[config.mk]
export PLATFORM = sky130hd
export DESIGN_NAME = commit_trace_unit
export DESIGN_NICKNAME = d
export VERILOG_FILES = /design/src/rtl/commit_trace_unit_pkg.sv /design/src/rtl/commit_trace_unit_fifo.sv /design/src/rtl/commit_trace_unit.sv
export SDC_FILE = /design/constraint.sdc
export NUM_CORES = 2
export LEC_CHECK = 0
export ABC_AREA = 0
export CORE_ASPECT_RATIO = 1.4
export CORE_UTILIZATION = 60
export CTS_CLUSTER_SIZE = 24
export DETAILED_ROUTE_END_ITERATION = 8
export PLACE_DENSITY = 0.91
export SETUP_SLACK_MARGIN = 0.15
export SYNTH_ARGS = -nofsm -noshare
export SYNTH_HDL_FRONTEND = slang
export SYNTH_HIERARCHICAL = 1
export SYNTH_SLANG_ARGS = --single-unit
export TNS_END_PERCENT = 1
[constraint.sdc]
create_clock -name clock -period 20.7 [get_ports clock]
set_clock_uncertainty 0.2 [all_clocks]
set_input_delay 2.07 -clock clock [delete_from_list [all_inputs] [get_ports clock]]
set_output_delay 2.07 -clock clock [all_outputs]
set_load 0.005 [all_outputs]
[src/rtl/commit_trace_unit_pkg.sv]
// Shared types for the commit trace unit: core-wide XLEN/exception codes plus
// trace record, halt cause and FSM state definitions.
package commit_trace_unit_pkg;

  localparam int unsigned XLEN = 32;

  typedef enum logic [3:0] {
    NO_ERROR             = 4'd0,
    INST_ACCESS_FAULT    = 4'd1,
    ILLEGAL_INST         = 4'd2,
    BREAKPOINT           = 4'd3,
    LOAD_ADDR_MISALIGNED = 4'd4,
    LOAD_ACCESS_FAULT    = 4'd5,
    STORE_ACCESS_FAULT   = 4'd7,
    ECALL                = 4'd8
  } exception_code_t;

  typedef enum logic [1:0] {
    HaltNone,
    HaltError,
    HaltWatchdog
  } halt_cause_t;

  typedef enum logic [1:0] {
    StRun,
    StDrain,
    StHalted
  } state_t;

  typedef struct packed {
    logic [XLEN-1:0] pc;
    logic [4:0]      arn;
    logic [XLEN-1:0] data;
  } trace_rec_t;

  // Load access faults are expected during normal runs and must not stop the trace.
  function automatic logic is_fatal_error(exception_code_t code);
    return (code != NO_ERROR) && (code != LOAD_ACCESS_FAULT);
  endfunction

endpackage

[src/rtl/commit_trace_unit_fifo.sv]
// Trace FIFO: compacting multi-lane push, single pop, head read straight from storage.
module trace_fifo
  import commit_trace_unit_pkg::*;
#(
  parameter int unsigned WAYS  = 3,
  parameter int unsigned DEPTH = 16
) (
  input  logic                       clock,
  input  logic                       reset,
  input  logic                       push_en,
  input  logic [WAYS-1:0]            push_valid,
  input  trace_rec_t                 push_rec [WAYS],
  input  logic                       pop_req,
  output trace_rec_t                 head,
  output logic [$clog2(DEPTH+1)-1:0] count,
  output logic [$clog2(DEPTH+1)-1:0] count_next,
  output logic [$clog2(DEPTH+1)-1:0] drop_n
);

  localparam int unsigned PtrW = (DEPTH > 1) ? $clog2(DEPTH) : 1;
  localparam int unsigned CntW = $clog2(DEPTH+1);

  trace_rec_t      mem [DEPTH];
  logic [PtrW-1:0] wptr_q, rptr_q;
  logic [CntW-1:0] count_q;
  logic [CntW-1:0] free;
  logic [CntW-1:0] n_push;
  logic [WAYS-1:0] lane_acc;
  logic [PtrW-1:0] lane_idx [WAYS];
  logic            pop;

  // Free space ignores a same-cycle pop, so lanes beyond it are dropped.
  always_comb begin
    free   = CntW'(DEPTH) - count_q;
    n_push = '0;
    drop_n = '0;
    for (int i = 0; i < WAYS; i++) begin
      lane_idx[i] = wptr_q + PtrW'(n_push);
      lane_acc[i] = 1'b0;
      if (push_en && push_valid[i]) begin
        if (n_push < free) begin
          lane_acc[i] = 1'b1;
          n_push      = n_push + CntW'(1);
        end else begin
          drop_n = drop_n + CntW'(1);
        end
      end
    end
  end

  assign pop        = pop_req && (count_q != '0);
  assign count_next = count_q + n_push - CntW'(pop);
  assign count      = count_q;
  assign head       = mem[rptr_q];

  always_ff @(posedge clock) begin
    if (reset) begin
      wptr_q  <= '0;
      rptr_q  <= '0;
      count_q <= '0;
    end else begin
      wptr_q  <= wptr_q + PtrW'(n_push);
      rptr_q  <= rptr_q + PtrW'(pop);
      count_q <= count_next;
    end
  end

  always_ff @(posedge clock) begin
    for (int i = 0; i < WAYS; i++) begin
      if (lane_acc[i]) mem[lane_idx[i]] <= push_rec[i];
    end
  end

endmodule

[src/rtl/commit_trace_unit.sv]
// Commit trace unit: queues retired instructions, keeps performance counters and
// requests simulation end on a fatal error or a commit watchdog timeout.
module commit_trace_unit
  import commit_trace_unit_pkg::*;
#(
  parameter int unsigned WAYS    = 3,
  parameter int unsigned DEPTH   = 16,
  parameter int unsigned TIMEOUT = 50000
) (
  input  logic                       clock,
  input  logic                       reset,
  input  logic [WAYS-1:0]            commit_valid,
  input  logic [WAYS-1:0][XLEN-1:0]  commit_pc,
  input  logic [WAYS-1:0][4:0]       commit_arn,
  input  logic [WAYS-1:0][XLEN-1:0]  commit_data,
  input  exception_code_t            error_status,
  input  logic                       trace_ready,
  output logic                       trace_valid,
  output logic [XLEN-1:0]            trace_pc,
  output logic [4:0]                 trace_arn,
  output logic [XLEN-1:0]            trace_data,
  output logic [63:0]                cycle_count,
  output logic [63:0]                instr_count,
  output logic [31:0]                drop_count,
  output logic [$clog2(DEPTH+1)-1:0] fifo_count,
  output logic                       halted,
  output halt_cause_t                halt_cause
);

  localparam int unsigned CntW  = $clog2(DEPTH+1);
  localparam int unsigned IdleW = $clog2(TIMEOUT+1);
  localparam int unsigned LaneW = $clog2(WAYS+1);

  state_t          state_q;
  logic [IdleW-1:0] idle_q;
  logic [CntW-1:0] count_next, drop_n;
  trace_rec_t      push_rec [WAYS];
  trace_rec_t      head;
  logic [LaneW-1:0] n_valid;
  logic            any_commit, wd_trig, err_trig;
  logic [32:0]     drop_sum;

  for (genvar i = 0; i < WAYS; i++) begin : g_rec
    assign push_rec[i] = '{pc: commit_pc[i], arn: commit_arn[i], data: commit_data[i]};
  end

  trace_fifo #(
    .WAYS (WAYS),
    .DEPTH(DEPTH)
  ) u_fifo (
    .clock     (clock),
    .reset     (reset),
    .push_en   (state_q == StRun),
    .push_valid(commit_valid),
    .push_rec  (push_rec),
    .pop_req   (trace_ready && (state_q != StHalted)),
    .head      (head),
    .count     (fifo_count),
    .count_next(count_next),
    .drop_n    (drop_n)
  );

  assign trace_valid = (fifo_count != '0);
  assign trace_pc    = head.pc;
  assign trace_arn   = head.arn;
  assign trace_data  = head.data;

  always_comb begin
    n_valid = '0;
    for (int i = 0; i < WAYS; i++) n_valid = n_valid + LaneW'(commit_valid[i]);
  end

  assign any_commit = |commit_valid;
  assign wd_trig    = !any_commit && (idle_q == IdleW'(TIMEOUT - 1));
  assign err_trig   = is_fatal_error(error_status);
  assign drop_sum   = {1'b0, drop_count} + 33'(drop_n);

  always_ff @(posedge clock) begin
    if (reset) begin
      state_q     <= StRun;
      cycle_count <= '0;
      instr_count <= '0;
      drop_count  <= '0;
      idle_q      <= '0;
      halted      <= 1'b0;
      halt_cause  <= HaltNone;
    end else begin
      unique case (state_q)
        StRun: begin
          cycle_count <= cycle_count + 64'd1;
          instr_count <= instr_count + 64'(n_valid);
          drop_count  <= drop_sum[32] ? '1 : drop_sum[31:0];
          idle_q      <= any_commit ? '0 : idle_q + IdleW'(1);
          // Triggering-cycle commits are still pushed; skip DRAIN if nothing is left.
          if (err_trig || wd_trig) begin
            halt_cause <= err_trig ? HaltError : HaltWatchdog;
            if (count_next == '0) begin
              state_q <= StHalted;
              halted  <= 1'b1;
            end else begin
              state_q <= StDrain;
            end
          end
        end
        StDrain: begin
          if (count_next == '0) begin
            state_q <= StHalted;
            halted  <= 1'b1;
          end
        end
        default: ;
      endcase
    end
  end

endmodule

==> results.py <==
metrics = {
    "die": {
        "die_h_microns": 430.1,
        "row_count": 156,
        "dieArea_sq_um": 132400,
        "pin_count": 455,
        "start_util": 0.6070,
        "coreArea_sq_um": 129400,
        "die_x_microns": 307.8,
    },
    "drt": {
        "ant_nets": 0,
        "viasPerCell": 7.244,
        "wl_per_cell_microns": 32.41,
        "vias": 55000,
        "drc_errors": 0,
        "drt_iter0_drc": 7454,
        "drt_first_pass_iters": 6,
        "finalWirelength_mm": 246.1,
    },
    "placement": {
        "dp_hpwl_mm": 139.2,
        "dp_slack_ns": 11.77,
        "port_buffers": 454,
        "gp_congestion": 0.9028,
    },
    "sta": {
        "maxSlewViolCount": 0,
        "fmaxAchievable_mhz": 119.4,
        "post-route-period-util": 0.4045,
        "tns_ns": 0,
        "tightest_slew_ns": 1.285,
        "setup_violations": 0,
        "rsz0062_at_grt": "false",
        "layout_min_cycle_time_ns": 8.372,
        "setup_ws_ns": 12.33,
        "relSlewSlack": 0.1368,
        "hold_violations": 0,
    },
    "setup_path": {
        "cpMaxStageDelayCell": "mux2i_4",
        "cpMostUsedCell": "buf_4",
        "r2r_setup_slack_ns": 12.66,
        "reg2reg_depth": 19,
        "end_kind": "register",
        "crit_family": "buffers and inverters",
        "cpPeakStageDelay_ns": 0.91,
        "path_max_fanout": 50,
        "critical_path_buf_inv_count": 4,
        "cp-start-kind": "input pin",
        "crit_path_cell_trace": "clkdlybuf4s50_1, nand3_1, nor3_4, xor2_1, ha_1, or4b_2, o21ai_0, a21oi_1, mux2i_4, buf_4, nand2_4, o211ai_1, buf_4, buf_4",
        "reg2reg_to": "u_fifo/mem[15][41]$_DFFE_PP_",
        "crit_type": "input pin to register",
        "required_ns": 20.91,
        "r2r_start": "u_fifo/count[0]$_SDFF_PP0_",
        "cp.arrival_ns": 8.58,
    },
    "yosys": {
        "syn_area_per_cell_sq_um": 13.92,
        "yosysTopAreaCell": "edfxtp_1",
        "synth_edf_count": 1104,
        "synth_warnings": 6,
        "synth_top_area_frac": 0.4220,
        "ys_async_sr_fraction": 0,
        "ys_types": 76,
        "seq_area_frac_synth": 0.4715,
        "synthFlopType": "edfxtp_1",
        "syn_area_sq_um": 78560,
        "yosys-top-cells-area": "edfxtp_1, mux2_2, mux4_2",
        "ys_ff_latch": 1298,
        "synth_cells": 5642,
    },
    "final_layout": {
        "nets": 5975,
        "drive_above_1_share": 0.4440,
        "layout_commonest_cell": "mux2_2",
        "area_growth_syn_to_layout_pct": 11.62,
        "fillers": 8324,
        "layout_common_cells": "mux2_2, edfxtp_1, clkdlybuf4s50_1",
    },
    "global_routing": {
        "grt_pass1_vias": 56011,
        "antenna_found_initial": 48,
        "grt-ovfl-total": 0,
        "gr-usage-all-layers": 0.3676,
        "grt_start_max_net_pins": 145,
        "grt_first_pass_wirelength_mm": 362.2,
    },
    "worst_hold_path": {
        "hold_class": "register to register",
        "hold_depth": 2,
        "worstHoldStart": "instr_count[63]$_SDFFE_PP0P_",
        "hold_end": "instr_count[63]$_SDFFE_PP0P_",
    },
    "cts": {
        "cts-htree-levels": 4,
        "clk_pin_slew_ns": 0.06,
        "clock_latency_ns": 0.79,
        "cts.sinks": 1298,
        "cts_tree": "done",
        "cts_hold_buffers": 0,
        "post_cts_buffers": 0,
        "ctsResizeCount": 0,
        "cts_root_buf": "clkbuf_16",
        "numCtsBuffers": 131,
        "clockBufferDepth": 3,
    },
    "power": {
        "leakage_nw": 29.42,
        "vdd_drop_max_v": 0.0001336,
        "power.density_nw_per_um2": 100.4,
        "power_w": 0.008806,
    },
    "outcome": {
        "status": "completed",
    },
    "job": {
        "cap_violations": 0,
    },
}
power by group:
part / internal (W) / leakage (nW) / switching (W)
clock network: 0.00127 / 1.96 / 0.00105
registers: 0.00327 / 11.6 / 0.000140
logic: 0.00141 / 15.9 / 0.00167
total: 0.00595 / 29.4 / 0.00285
how the worst max path moves through the flow:
stage / cells after the start / to / slack, ns / from
6_report: 14 / u_fifo/mem[15][41]$_DFFE_PP_ / 12.33 / commit_valid[1]
3_3_place_gp: 14 / u_fifo/mem[15][37]$_DFFE_PP_ / 11.88 / commit_valid[1]
2_1_floorplan: 3 / u_fifo/mem[8][0]$_DFFE_PP_ / 9.10 / commit_valid[0]
4_1_cts: 14 / u_fifo/mem[15][41]$_DFFE_PP_ / 12.57 / commit_valid[1]
5_1_grt: 14 / u_fifo/mem[15][41]$_DFFE_PP_ / 12.20 / commit_valid[1]
3_5_place_dp: 14 / u_fifo/mem[15][37]$_DFFE_PP_ / 11.77 / commit_valid[1]
state kept, by name, indices dropped and copies added (netlist names), 2 cells and up:
register       cells
u_fifo/mem      1104
cycle_count       64
instr_count       64
drop_count        32
idle_q            16
u_fifo/count       5
u_fifo/rptr_q      4
u_fifo/wptr_q      4
halt_cause         2
state_q            2
area by class of cell:
cell class / count / area [sq um] / area share
inverter: 42 / 157.7 / 0.001798
sequential: 1298 / 37050 / 0.4226
antenna: 36 / 90.09 / 0.001027
multi-input combinational: 3699 / 38910 / 0.4437
clock inverter: 55 / 461.7 / 0.005265
clock buffer: 174 / 3553 / 0.04053
timing repair buffer: 550 / 5288 / 0.06030
tap: 1738 / 2175 / 0.02480
through the flow:
stage          instances  utilization  hold WS (ns)  area [sq um]
6_report            7592       0.6776        0.2984         87680
5_1_grt             7587       0.6775        0.3201         87670
4_1_cts             7556       0.6769        0.3003         87590
3_3_place_gp        7327       0.6458        0.2568         83580
3_5_place_dp        7327       0.6458        0.2914         83580
2_1_floorplan       5643            -        0.2646         78560
cell families (layout without fill, tap and decap cells):
group / after synthesis / count (layout) / share of synthesized area
compound gates: 375 / 375 / 0.02716
xor+xnor: 109 / 109 / 0.01215
fa+ha+maj: 36 / 36 / 0.006212
buf+inv: 646 / 821 / 0.03587
flops: 1298 / 1298 / 0.4715
mux: 2426 / 2426 / 0.3949
other cells: 1 / 38 / 0.00004774
simple gates: 751 / 751 / 0.05224
cell usage after synthesis, drive strengths merged, types with 4 or more instances:
cell	count
edfxtp	1104
inv	42
and2	16
mux2	1934
nand3	200
o21ai	201
clkbuf	394
or2	10
xnor2	71
and4	20
a21o	7
or4	25
a22oi	4
a21oi	100
ha	31
or3	55
nand4	60
fa	5
dfxtp	194
buf	210
nand2b	6
and3	19
mux2i	147
xor2	38
nor3	39
o211ai	13
a211oi	7
nor4	34
nand4b	4
nor2b	17
o31ai	18
nand2	101
nor2	128
o311ai	4
nor4b	5
mux4	345
routing by layer:
layer  global-route usage  vias to the layer above  wire length (microns)
li1                     -                    22229                      -
met1               0.4171                    27292                  79410
met2               0.5908                     4403                 118400
met3               0.1005                     1054                  30320
met4               0.2778                       22                  17820
met5                    0                        -                    148
worst min-delay path, stage by stage, from the launching register on:
cell and delay (ns):
dfxtp_1 0.32, o31ai_1 0.06, a21oi_1 0.06
Note: power is estimated with default switching activity, not from simulation.
